<file path="config.mk">
export PLATFORM = sky130hd
export DESIGN_NAME = ps2_tecla_rx
export DESIGN_NICKNAME = d
export VERILOG_FILES = /design/src/rtl/ps2_tecla_rx.sv
export SDC_FILE = /design/constraint.sdc
export NUM_CORES = 1
export LEC_CHECK = 0
export BUFFER_PORTS_ARGS = -buffer_cell sky130_fd_sc_hd__buf_2
export CORE_MARGIN = 3
export CORE_UTILIZATION = 35
export CTS_CLUSTER_DIAMETER = 150
export DETAILED_ROUTE_END_ITERATION = 8
export PLACE_DENSITY = 0.57
export SKIP_LAST_GASP = 1
export SLEW_MARGIN = 40
export SYNTH_ARGS = -nofsm -noshare
export SYNTH_HDL_FRONTEND = slang
export SYNTH_SLANG_ARGS = --single-unit
</file>
<file path="constraint.sdc">
create_clock -name clk -period 2.5 [get_ports clk]
set_input_delay 0.5 -clock clk [delete_from_list [all_inputs] [get_ports clk]]
set_output_delay 0.5 -clock clk [all_outputs]
set_load 0.01 [all_outputs]
</file>
<file path="src/rtl/ps2_tecla_rx.sv">
// ps2_tecla_rx: PS/2 keyboard receiver that holds the last make code on tecla, ignoring break/extended sequences.
// Define PS2_PARITY_CHECK_EN to reject frames with bad odd parity.
module ps2_tecla_rx #(
    parameter int FILTER_LEN  = 8,
    parameter int TIMEOUT_CYC = 100000
) (
    input  logic       clk,
    input  logic       reset,
    input  logic       ps2c,
    input  logic       ps2d,
    input  logic       rx_en,
    output logic [7:0] tecla,
    output logic       tecla_tick,
    output logic       rx_done_tick,
    output logic       frame_err
);
    localparam int WW = $clog2(TIMEOUT_CYC + 1);
    typedef enum logic [1:0] {IDLE, DPS, LOAD} state_t;
    state_t state, state_n;
    logic [1:0] c_sync, d_sync;
    logic [FILTER_LEN-1:0] filt;
    logic f_val, f_prev, fall, d_s;
    logic [3:0] n, n_n;
    logic [10:0] b, b_n;
    logic [WW-1:0] wd, wd_n;
    logic brk, ext, brk_n, ext_n, byte_ok;
    logic [7:0] tecla_n, data;

    assign fall = f_prev & ~f_val;
    assign d_s  = d_sync[1];
    assign data = b[8:1];
`ifdef PS2_PARITY_CHECK_EN
    assign byte_ok = b[10] & (^b[9:1]);
`else
    assign byte_ok = b[10];
`endif

    always_ff @(posedge clk) begin
        if (reset) begin
            c_sync <= 2'b11;
            d_sync <= 2'b11;
            filt   <= '1;
            f_val  <= 1'b1;
            f_prev <= 1'b1;
            state  <= IDLE;
            n      <= '0;
            b      <= '0;
            wd     <= '0;
            brk    <= 1'b0;
            ext    <= 1'b0;
            tecla  <= 8'h00;
        end else begin
            c_sync <= {c_sync[0], ps2c};
            d_sync <= {d_sync[0], ps2d};
            filt   <= {filt[FILTER_LEN-2:0], c_sync[1]};
            f_val  <= (&filt) ? 1'b1 : (~|filt) ? 1'b0 : f_val;
            f_prev <= f_val;
            state  <= state_n;
            n      <= n_n;
            b      <= b_n;
            wd     <= wd_n;
            brk    <= brk_n;
            ext    <= ext_n;
            tecla  <= tecla_n;
        end
    end

    always_comb begin
        state_n      = state;
        n_n          = n;
        b_n          = b;
        wd_n         = wd;
        brk_n        = brk;
        ext_n        = ext;
        tecla_n      = tecla;
        rx_done_tick = 1'b0;
        tecla_tick   = 1'b0;
        frame_err    = 1'b0;
        case (state)
            IDLE: begin
                if (fall && rx_en) begin
                    if (d_s) begin
                        frame_err = 1'b1;
                    end else begin
                        state_n = DPS;
                        n_n     = 4'd9;
                        wd_n    = '0;
                        b_n     = {d_s, b[10:1]};
                    end
                end
            end
            DPS: begin
                // timeout takes priority over a coincident edge
                if (wd == WW'(TIMEOUT_CYC - 1)) begin
                    frame_err = 1'b1;
                    state_n   = IDLE;
                    wd_n      = '0;
                end else if (fall) begin
                    b_n  = {d_s, b[10:1]};
                    wd_n = '0;
                    if (n == 4'd0) state_n = LOAD;
                    else n_n = n - 4'd1;
                end else begin
                    wd_n = wd + 1'b1;
                end
            end
            LOAD: begin
                state_n = IDLE;
                if (!byte_ok) begin
                    frame_err = 1'b1;
                end else begin
                    rx_done_tick = 1'b1;
                    if (data == 8'hF0) begin
                        brk_n = 1'b1;
                    end else if (data == 8'hE0) begin
                        ext_n = 1'b1;
                    end else if (brk || ext) begin
                        brk_n = 1'b0;
                        ext_n = 1'b0;
                    end else begin
                        tecla_n    = data;
                        tecla_tick = 1'b1;
                    end
                end
            end
            default: state_n = IDLE;
        endcase
    end
endmodule

</file>
==> flow_metrics.env, run 1 <==
export IMPL_status="finished, final reports clean"
export IMPL_setup_viol=0
export IMPL_io_pins=16
export IMPL_dpl_hpwl_um=3250
export IMPL_synthCells=265
export IMPL_grt_usage_pct=13.4
export IMPL_drive_gt1_share_pct=20.5
export IMPL_synth_top_area_share_pct=46.8
export IMPL_cts_tree="done"
export IMPL_diodes=0
export IMPL_critPathLaunch="wd[0]$_SDFFE_PP0P_"
export IMPL_overflow=0
export IMPL_r2r_start="state[0]$_SDFFE_PP0P_"
export IMPL_slew_headroom_pct=61.0
export IMPL_fin_nets=296
export IMPL_r2r_end="wd[5]$_SDFFE_PP0P_"
export IMPL_syn_nets=273
export IMPL_layout_cells_non_filler=386
export IMPL_maxCapViolCount=0
export IMPL_async_flop_share_pct=0
export IMPL_placed_cell_area_um2=2620
export IMPL_detail_route_antenna_nets=0
export IMPL_place_gp_congestion=0.774
export IMPL_wl_um=4820
export IMPL_synth_common_cells="57 x dfxtp_1, 38 x nor2_1, 20 x mux2i_1"
export IMPL_fin_skew_ns=0.00739
export IMPL_clock_latency_ns=0.34
export IMPL_synth_edf_count=0
export IMPL_clk_pin_slew_ns=0.07
export IMPL_dp_cells=369
export IMPL_worstMarginPinSlew_ns=0.579
export IMPL_post_synth_top_count_cell="dfxtp_1"
export IMPL_die_area_um2=8010
export IMPL_drc=0
export IMPL_grt_pass1_vias=1683
export IMPL_clock_sinks=57
export IMPL_critical_path_arrival_ns=1.86
export IMPL_min_to="d_sync[0]$_SDFF_PP1_"
export IMPL_grt_pass1_wl_um=8030
export IMPL_root_buffer="clkbuf_8"
export IMPL_antenna_found_initial=0
export IMPL_power_leakage_nw=1.08
export IMPL_yosysSeqAreaShare_pct=46.8
export IMPL_vias=1894
export IMPL_yosysTopAreaCell="dfxtp_1"
export IMPL_crit_type="reg2out"
export IMPL_cts_path_max_buffers=2
export IMPL_drt_initial_drc_count=117
export IMPL_via_per_inst=4.91
export IMPL_grt_max_degree=41
export IMPL_min_from="ps2d"
export IMPL_worstSetupStartpointType="register"
export IMPL_r2r_cells=5
export IMPL_ys_flop_type="dfxtp_1"
export IMPL_drt_first_pass_iters=4
export IMPL_die_w_um=89.5
export IMPL_powerDensity_nw_per_um2=664
export IMPL_vdd_drop_max_mv=0.432
export IMPL_htree_levels=3
export IMPL_start_util_pct=37.1
export IMPL_max_freq_ghz=0.424
export IMPL_power_mw=1.90
export IMPL_final_cell_area_um2=2860
export IMPL_tns_ns=0
export IMPL_synth_distinct_cells=47
export IMPL_rsz0062_at_grt="false"
export IMPL_core_area_um2=6570
export IMPL_critPathMaxFanout=5
export IMPL_whs_path_depth=2
export IMPL_fin_crit_ns=2.36
export IMPL_port_buffers=15
export IMPL_min_period_over_period_pct=94.4
export IMPL_syn_to_final_growth_pct=17.1
export IMPL_rows=29
export IMPL_hold_buffers=0
export IMPL_synth_seq_cells=57
export IMPL_rrSetupSlack_ns=0.61
export IMPL_synth_area_um2=2440
export IMPL_hold_class="in2reg"
export IMPL_critPathRequiredTime_ns=2.00
export IMPL_cts_inserted_buffers=9
export IMPL_yosys_top_cells_area="dfxtp_1 47%, mux2i_1 8.2%, nor2_1 5.8%"
export IMPL_end_kind="output pin"
export IMPL_synth_area_per_cell_um2=9.21
export IMPL_hold_viol=0
export IMPL_drt_wirelength_per_cell_um=12.5
export IMPL_die_h_um=89.5
export IMPL_yosys_warnings=0
export IMPL_slew_violations=0
metal layers:
| metal | vias up | global-route usage, % | part of all wire (%) |
|---|---|---|---|
| met5 | - | 0 | 0 |
| met2 | 33 | 19.7 | 44 |
| met3 | 9 | 4.15 | 3.8 |
| met1 | 857 | 17.8 | 50 |
| li1 | 995 | - | - |
| met4 | 0 | 6.50 | 2.1 |
repair_timing:
item / in CTS / in global routing
setup endpoints to repair: 1 / 1
cloned: 0 / 0
buffers inserted: 1 / 0
resized for setup: 1 / 2
pin swaps: 1 / 0
final cells by class:
| cell class | instances | area, µm² |
|---|---|---|
| Fill cell | 630 | 3710 |
| Multi-Input combinational cell | 189 | 1220 |
| Sequential cell | 57 | 1140 |
| Clock buffer | 9 | 124 |
| Timing Repair Buffer | 21 | 120 |
| Tap cell | 93 | 116 |
| Clock inverter | 7 | 93.8 |
| Inverter | 10 | 37.5 |
registers in the layout, summed over array words and instances, names as in the netlist, 2 cells and up:
register and count:
b 10, c_sync 2, filt 8, d_sync 2, n 4, state 2
wd 17, tecla 8
per-stage QoR:
| stage | worst slack [ns] | util (%) | hold slack [ns] |
|---|---|---|---|
| 2_1_floorplan | 0.556 | - | 0.389 |
| 3_3_place_gp | 0.371 | 39.9 | 0.392 |
| 3_5_place_dp | 0.313 | 39.9 | 0.397 |
| 4_1_cts | 0.0563 | 43.4 | 0.325 |
| 5_1_grt | 0.000698 | 43.5 | 0.334 |
| 6_report | 0.140 | 43.5 | 0.339 |
critical path: stages, from the launching register on:
cell and delay, ns:
dfxtp_1 0.38, ha_2 0.22, and3_4 0.21, nand4_1 0.13, nor2_2 0.13, nand2_1 0.06, a31oi_1 0.22, buf_2 0.17
power by group:
part | internal [mW] | total [mW] | leakage (nW) | switching [mW]
sequential | 0.912 | 0.913 | 0.460 | 0.00175
combinational | 0.0109 | 0.0297 | 0.510 | 0.0187
clock | 0.560 | 0.955 | 0.106 | 0.395
cells by family after synthesis:
group,share of synthesized area [%]
simple gates,26.9
fa+ha+maj,1.54
flops,46.8
xor+xnor,2.51
compound gates,10.6
mux,8.21
buf+inv,3.49
cells in the final DEF (no fill, tap or decap), types with 2 or more instances in the layout:
cell,synthesis,routed
and3b_1,2,2
clkinv_2,0,2
nor3b_1,2,2
buf_2,2,15
o211ai_1,2,2
dfxtp_1,57,57
or3_1,5,5
nor2_1,38,37
a31oi_1,3,3
a21oi_1,10,10
inv_1,10,10
clkbuf_8,0,9
and3_1,5,4
bufinv_16,0,2
nand4_1,10,10
ha_1,3,2
clkinvlp_4,0,2
a21oi_2,2,2
or2_2,13,13
buf_4,1,6
nor4_1,4,4
o21ai_0,9,9
mux2i_1,20,20
nand2_1,16,16
nand3_1,8,8
nor2b_1,4,4
a32o_1,3,3
xor2_1,7,7
nor3_1,3,3
worst max-delay path by stage:
| stage | slack [ns] | to |
|---|---|---|
| floorplan | 0.56 | tecla_tick |
| CTS | 0.06 | frame_err |
| global placement | 0.37 | frame_err |
| finish | 0.14 | frame_err |
| detailed placement | 0.31 | frame_err |
| global route | 0.0007 | frame_err |
No activity file was read; power rests on OpenSTA's default activity.
==> inputs of run 2 (changes only) <==
--- a/config.mk
+++ b/config.mk
@@ -11,6 +11,7 @@
 export CTS_CLUSTER_DIAMETER = 150
 export DETAILED_ROUTE_END_ITERATION = 8
 export PLACE_DENSITY = 0.57
+export RECOVER_POWER = 100
 export SKIP_LAST_GASP = 1
 export SLEW_MARGIN = 40
 export SYNTH_ARGS = -nofsm -noshare
==> flow_metrics.env, run 2 (same netlist as run 1, synthesis figures left out) <==
export IMPL_status="finished, final reports clean"
export IMPL_grt_max_degree=41
export IMPL_die_w_um=89.5
export IMPL_layout_common_cells="57 x dfxtp_1, 37 x nor2_1, 20 x mux2i_1"
export IMPL_cts_inserted_buffers=9
export IMPL_drive_gt1_share_pct=15.4
export IMPL_critPathMaxFanout=5
export IMPL_slew_violations=0
export IMPL_mostFrequentLayoutCell="dfxtp_1"
export IMPL_gr_usage_met3_pct=4.15
export IMPL_slew_headroom_pct=60.8
export IMPL_power_leakage_nw=1.02
export IMPL_setup_viol=0
export IMPL_antenna_found_initial=0
export IMPL_maxCapViolCount=0
export IMPL_io_pins=16
export IMPL_core_area_um2=6570
export IMPL_hold_buffers=0
export IMPL_cts_path_max_buffers=2
export IMPL_vias=1880
export IMPL_crit_type="reg2out"
export IMPL_dp_cells=369
export IMPL_diodes=0
export IMPL_grt_pass1_wl_um=8030
export IMPL_overflow=0
export IMPL_via_per_inst=4.87
export IMPL_start_util_pct=37.1
export IMPL_port_buffers=15
export IMPL_root_buffer="clkbuf_8"
export IMPL_clock_latency_ns=0.34
export IMPL_met2_usage_pct=19.7
export IMPL_layout_cells_non_filler=386
export IMPL_critical_path_arrival_ns=1.85
export IMPL_min_period_over_period_pct=94.2
export IMPL_powerDensity_nw_per_um2=672
export IMPL_drt_first_pass_iters=4
export IMPL_clk_pin_slew_ns=0.07
export IMPL_die_area_um2=8010
export IMPL_syn_to_final_growth_pct=15.7
export IMPL_clock_sinks=57
export IMPL_vdd_drop_max_mv=0.432
export IMPL_tns_ns=0
export IMPL_largest_register_ffs=17
export IMPL_die_h_um=89.5
export IMPL_max_freq_ghz=0.425
export IMPL_grt_pass1_vias=1683
export IMPL_fin_skew_ns=0.00687
export IMPL_hold_viol=0
export IMPL_hold_class="in2reg"
export IMPL_rows=29
export IMPL_end_kind="output pin"
export IMPL_final_cell_area_um2=2820
export IMPL_fin_nets=296
export IMPL_largestRegisters="wd: 17 flops, b: 10 flops"
export IMPL_place_gp_congestion=0.774
export IMPL_grt_usage_pct=13.4
export IMPL_top_usage_layer="met2"
export IMPL_cts_tree="done"
export IMPL_wl_um=4800
export IMPL_worstMarginPinSlew_ns=0.583
export IMPL_top_register="wd"
export IMPL_drt_initial_drc_count=133
export IMPL_detail_route_antenna_nets=0
export IMPL_rsz0062_at_grt="false"
export IMPL_htree_levels=3
export IMPL_dpl_hpwl_um=3250
export IMPL_fin_crit_ns=2.35
export IMPL_critPathRequiredTime_ns=2.00
export IMPL_worstSetupStartpointType="register"
export IMPL_placed_cell_area_um2=2620
export IMPL_met1_usage_pct=17.8
export IMPL_drt_wirelength_per_cell_um=12.4
export IMPL_drc=0
## run 2: changes by cell type in the layout (fill, tap and decap cells not counted), sizes merged
cell | previous run | this run
buf | 21 | 8
clkbuf | 9 | 22
## run 2: path summary, 6_finish.rpt
path	slack [ns]	endpoint	startpoint	depth (start not counted)
max	0.15	frame_err	wd[1]$_SDFFE_PP0P_	7
min	0.34	d_sync[0]$_SDFF_PP1_	ps2d	2
max reg2reg	0.30	tecla[1]$_SDFFE_PP0P_	b[2]$_SDFFE_PP0P_	6
min reg2reg	0.41	filt[0]$_SDFF_PP1_	c_sync[1]$_SDFF_PP1_	1
## run 2: stage by stage
step	hold WS, ns	power, mW	setup WS [ns]	util, %
finish	0.339	1.90	0.145	43.0
global placement	0.392	0.964	0.371	39.9
detailed placement	0.397	0.965	0.313	39.9
floorplan	0.389	0.953	0.556	-
global route	0.334	1.96	0.00626	43.0
CTS	0.325	1.92	0.0563	43.4
## run 2: critical path, stage by stage, from the launching register on
cell and delay (ns):
dfxtp_1 0.38, ha_2 0.22, and3_4 0.21, nand4_1 0.13
nor2_2 0.13, nand2_1 0.06, a31oi_1 0.21, buf_2 0.17
## run 2: layout make-up
type	count	area (µm²)
Sequential cell	57	1140
Fill cell	642	3740
Timing Repair Buffer	21	98.8
Multi-Input combinational cell	189	1210
Inverter	10	37.5
Clock inverter	7	93.8
Clock buffer	9	124
Tap cell	93	116
## run 2: power breakdown
group	switching [mW]	internal [mW]
clock network	0.395	0.560
registers	0.00175	0.912
logic	0.0186	0.0107
total	0.415	1.48
## run 2: what timing repair did
item,4_1_cts,5_1_grt
gates resized for setup,1,2
setup buffers,1,0
pin swaps,1,0
setup endpoints to repair,1,1
## run 2: layer usage
metal | up-vias | wire length (µm)
met5 | - | 0
met4 | 0 | 109
met3 | 11 | 173
met2 | 24 | 2080
met1 | 852 | 2440
li1 | 993 | -
